--- src/rtl/nes_pad_poller.sv ---
// NES controller poller: runs the latch/pulse/data handshake once per poll period
// and publishes the eight button bits as a registered, active-low vector.
module nes_pad_poller #(
   parameter int HALF_BIT    = 300,
   parameter int POLL_PERIOD = 833333
) (
   input  logic       clk,
   input  logic       reset,
   input  logic       enable,
   input  logic       nes_data,
   output logic       nes_latch,
   output logic       nes_pulse,
   output logic [7:0] buttons_n,
   output logic       frame_valid,
   output logic       changed
);

   localparam int PHASE_W = (2 * HALF_BIT > 1) ? $clog2(2 * HALF_BIT) : 1;
   localparam int POLL_W  = (POLL_PERIOD > 1) ? $clog2(POLL_PERIOD) : 1;

   localparam logic [PHASE_W-1:0] HALF_LAST  = PHASE_W'(HALF_BIT - 1);
   localparam logic [PHASE_W-1:0] LATCH_LAST = PHASE_W'(2 * HALF_BIT - 1);
   localparam logic [POLL_W-1:0]  POLL_LAST  = POLL_W'(POLL_PERIOD - 1);

   typedef enum logic [2:0] {IDLE, LATCH, READ, PULSE, DONE} PollState;

   PollState           state;
   PollState           nextState;
   logic [PHASE_W-1:0] phase;
   logic [POLL_W-1:0]  pollCount;
   logic [2:0]         bitIdx;
   logic [7:0]         shiftReg;
   logic               dataSync1;
   logic               dataSync2;
   logic               pollTick;
   logic               phaseDone;

   logic               latchNext;
   logic               pulseNext;
   logic [7:0]         shiftNext;
   logic [7:0]         buttonsNext;
   logic               frameValidNext;
   logic               changedNext;

   assign pollTick = (pollCount == POLL_LAST);

   always_comb begin
      phaseDone = 1'b1;
      unique case (state)
         LATCH:       phaseDone = (phase == LATCH_LAST);
         READ, PULSE: phaseDone = (phase == HALF_LAST);
         default:     phaseDone = 1'b1;
      endcase
   end

   always_ff @(posedge clk) begin
      if (reset) begin
         state <= IDLE;
      end else begin
         state <= nextState;
      end
   end

   // Ticks arriving outside IDLE are simply lost, so frames never back up.
   always_comb begin
      nextState = state;
      unique case (state)
         IDLE:    if (pollTick && enable) nextState = LATCH;
         LATCH:   if (phaseDone) nextState = READ;
         READ:    if (phaseDone) nextState = (bitIdx == 3'd7) ? DONE : PULSE;
         PULSE:   if (phaseDone) nextState = READ;
         DONE:    nextState = IDLE;
         default: nextState = IDLE;
      endcase
   end

   // Outputs are computed from the upcoming state so the registered pins and
   // strobes line up exactly with the state they belong to.
   always_comb begin
      latchNext = (nextState == LATCH);
      pulseNext = (nextState == PULSE);
      shiftNext = shiftReg;
      if (state == READ && phaseDone) begin
         shiftNext[3'd7 - bitIdx] = dataSync2;
      end
      frameValidNext = (nextState == DONE);
      buttonsNext    = frameValidNext ? shiftNext : buttons_n;
      changedNext    = frameValidNext && (shiftNext != buttons_n);
   end

   // Datapath: poll counter, phase/bit counters, synchronizer and output registers.
   always_ff @(posedge clk) begin
      if (reset) begin
         pollCount   <= '0;
         phase       <= '0;
         bitIdx      <= 3'd0;
         shiftReg    <= 8'hFF;
         dataSync1   <= 1'b1;
         dataSync2   <= 1'b1;
         nes_latch   <= 1'b0;
         nes_pulse   <= 1'b0;
         buttons_n   <= 8'hFF;
         frame_valid <= 1'b0;
         changed     <= 1'b0;
      end else begin
         pollCount <= pollTick ? '0 : pollCount + 1'b1;
         phase     <= (nextState != state || state == IDLE) ? '0 : phase + 1'b1;
         if (nextState == LATCH && state != LATCH) begin
            bitIdx <= 3'd0;
         end else if (state == PULSE && phaseDone) begin
            bitIdx <= bitIdx + 3'd1;
         end
         dataSync1   <= nes_data;
         dataSync2   <= dataSync1;
         shiftReg    <= shiftNext;
         nes_latch   <= latchNext;
         nes_pulse   <= pulseNext;
         buttons_n   <= buttonsNext;
         frame_valid <= frameValidNext;
         changed     <= changedNext;
      end
   end

endmodule

--- config.mk ---
export PLATFORM = sky130hd
export DESIGN_NAME = nes_pad_poller
export DESIGN_NICKNAME = d
export VERILOG_FILES = /design/src/rtl/nes_pad_poller.sv
export SDC_FILE = /design/constraint.sdc
export NUM_CORES = 1
export LEC_CHECK = 0
export ABC_AREA = 1
export CAP_MARGIN = 20
export CORE_UTILIZATION = 59
export CTS_CLUSTER_SIZE = 12
export DETAILED_ROUTE_END_ITERATION = 8
export PLACE_DENSITY = 0.75
export SYNTH_ARGS = -nofsm -noshare
export SYNTH_HDL_FRONTEND = slang
export SYNTH_SLANG_ARGS = --single-unit
--- constraint.sdc ---
create_clock -name clk -period 2.2 [get_ports clk]
set_clock_uncertainty 0.05 [all_clocks]
set_input_delay 0.44 -clock clk [delete_from_list [all_inputs] [get_ports clk]]
set_output_delay 0.44 -clock clk [all_outputs]
set_load 0.05 [all_outputs]
==> results of run 1 <==
[cells in the final DEF, fill, tap and decap left out, types with 5 or more instances in the layout]
cell	Yosys	final
buf_4	0	10
nor3_1	7	7
clkbuf_8	0	10
clkdlybuf4s50_1	0	15
inv_1	52	52
nor2_1	45	45
o21ai_0	14	14
nand4_1	11	11
nand2_1	112	112
nand3b_1	6	6
xor2_1	6	6
a21oi_1	12	12
nor2_2	5	5
dfxtp_1	58	58
o211ai_1	9	9
ha_1	5	5
nand3_1	14	14
[per-layer routing]
layer / GRT usage / wire (um)
met5: 0 / 0
met4: 0.109 / 110
met3: 0.0625 / 147
met2: 0.403 / 2570
met1: 0.300 / 2650
[worst max-delay path, cell delays in order (launching register included)]
cell	delay, ns
dfxtp_1	0.40
nand3_1	0.17
o21ai_4	0.37
nand4_4	0.25
nand2_1	0.15
nand2_1	0.09
nand2_1	0.07
nand2_1	0.06
nor2_1	0.08
nand2_1	0.07
nor2_1	0.13
nor2_1	0.06
[stage by stage]
step           setup TNS (ns)  setup slack [ns]  cell area, um2  instances   util
2_1_floorplan               0             0.358            2880        399      -
3_3_place_gp                0             0.142            3120        480  0.660
3_5_place_dp                0             0.108            3120        480  0.660
4_1_cts                     0            0.0841            3310        496  0.701
5_1_grt               -0.0457           -0.0457            3360        501  0.712
6_report                    0             0.139            3360        501  0.712
[logic make-up after synthesis]
logic type | Yosys count
adder cells (fa/ha/maj) | 5
XOR/XNOR | 8
AND/OR/NAND/NOR | 222
AO/OA/AOI/OAI | 44
buffers and inverters | 62
flip-flops | 58
[power by group through the flow]
stage / clock [mW] / sequential, mW / combinational (mW)
final: 0.965 / 1.06 / 0.0408
after CTS: 0.985 / 1.06 / 0.0410
after detailed placement: 0 / 1.09 / 0.0408
after global placement: 0 / 1.08 / 0.0406
after floorplan: 0 / 1.08 / 0.0244
after global routing: 1.03 / 1.06 / 0.0464
[what timing repair did]
action                                  CTS  global route
buffers inserted                          0             5
endpoints found under the hold margin     0             0
endpoints found under the setup margin    0             7
gates resized for setup                   0             0
[flip-flops by register name, indices dropped and copies added (netlist names)]
signal and flops:
bitIdx 3, buttons_n 8, changed 1, dataSync1 1
dataSync2 1, frame_valid 1, nes_latch 1, nes_pulse 1
phase 10, pollCount 20, shiftReg 8, state 3
[worst max path at each step]
stage / end / depth (start not counted) / slack, ns
after floorplan: buttons_n[6] / 11 / 0.36
after global placement: changed / 11 / 0.14
after detailed placement: changed / 11 / 0.11
after CTS: changed / 11 / 0.08
after global routing: changed / 13 / -0.05
final: changed / 11 / 0.14
[cell type report]
cell class | count | area [um2] | area share
Multi-Input combinational cell | 279 | 1470 | 0.437
Sequential cell | 58 | 1160 | 0.345
Timing Repair Buffer | 26 | 245 | 0.0729
Inverter | 55 | 206 | 0.0614
Clock buffer | 11 | 141 | 0.0420
Tap cell | 67 | 83.8 | 0.0249
Clock inverter | 5 | 53.8 | 0.0160
==> results.yml, run 1 <==
setup_path:
  path_max_fanout: 10
  start_kind: "register"
  reg2reg_slack_ns: 0.14
  startpoint: "phase[6]"
  worst_r2r_path_depth: 11
  critPathCaptureType: "register"
  regToRegEndpoint: "changed"
  critPathKind: "register to register"
  cp.arrival_ns: 2.24
  cp.required_ns: 2.38
  r2r-start: "phase[6]"
synth:
  synthFlopType: "dfxtp_1"
  synth_top_family_by_area: "simple AND/OR/NAND/NOR gates"
  post-synth-top-count-cell: "nand2_1"
  synthTopCellsByArea: "dfxtp_1, nand2_1, inv_1"
  synth-edff-count: 0
  synth_common_cells: "nand2_1, dfxtp_1, inv_1"
  ys_seq_elements: 58
  syn_inst: 399
  synth_simple_gate_area_share: 0.364
  synthXorXnorAreaFrac: 0.0243
  synth_fa_ha_area_frac: 0.0217
  synth.top_cell.area_share: 0.403
  synth_mux_area_frac: 0
  synthArstFlopShare: 0
  synth.cell_area_um2: 2880
  yosys_warnings: 0
  synth_area_leader_cell: "dfxtp_1"
  yosysUniqueCellTypes: 38
  synth_nets: 408
  synth-seq-area-share: 0.403
  syn-mean-instance-area_um2: 7.22
  synth-compound-area-share: 0.100
outcome:
  status: "complete, no violations"
floorplanning:
  ioPinCount: 16
  coreArea_um2: 4720
  start_util: 0.610
  die_area_um2: 5170
  die_h_um: 71.9
  chipWidth_um: 71.9
  std_cell_rows: 25
grt:
  grt_pass1_wl_um: 9730
  first_global_vias: 2303
  grt_max_degree: 19
  overflow: 0
  grt.total_usage: 0.243
  antenna_found_initial: 0
power:
  vdd_drop_max_v: 0.000468
  pwr-share-comb: 0.020
  p_sw_uw: 444
  p_total_mw: 2.07
  pwr-share-seq: 0.513
  p_int_mw: 1.62
  leakage_nw: 1.44
  sw_frac_of_total: 0.215
  powerDensity_nw_per_um2: 615
  clkPwrFrac: 0.467
clocking:
  clk_pin_slew_ns: 0.07
  cts_tree: "yes"
  ctsHoldBuffers: 0
  root_buffer: "clkbuf_8"
  cts_htree_levels: 3
  clk-insertion-delay-late_ns: 0.33
  numCtsBuffers: 9
  clock_sinks: 58
  cts_max_path_buffers: 2
drt:
  route.detailed.wl_per_inst_um: 10.9
  drc: 0
  final_antenna_net_count: 0
  drt-total-wl_um: 5480
  dr_total_vias: 2512
  vias_per_cell: 5.01
  drtIter0Drc: 146
  first_pass_iters: 4
timing:
  final-max-slew-violation-count: 0
  rsz0062_at_grt: "yes"
  holdWs_ns: 0.361
  finalCritPeriodShare: 0.937
  finalSetupViolations: 0
  slew_headroom: 0.653
  hold_viol: 0
  fmax_mhz: 485
  worst_slew_pin_slew_ns: 0.519
  fin_crit_ns: 2.06
job:
  maxCapViolCount: 0
place:
  place_congestion: 0.820
  detailedPlacementHpwl_um: 3920
  portBuffers: 15
cells_and_area:
  nFillCells: 399
  drive_gt1_frac: 0.124
  area_growth_pct: 16.7
  insertedDiodeCount: 0
  nets: 438
min_path:
  whs_path_depth: 1
  worstHoldStart: "dataSync1"
  hold_end: "dataSync2"
  min_path_type: "register to register"
(Power assumes the default switching activity.)
==> run 2: changes to the inputs <==
GPL_ROUTABILITY_DRIVEN = 1   (was unset)
==> results of run 2 <==
No change in the layout: final DEF, timing and power equal those of run 1.
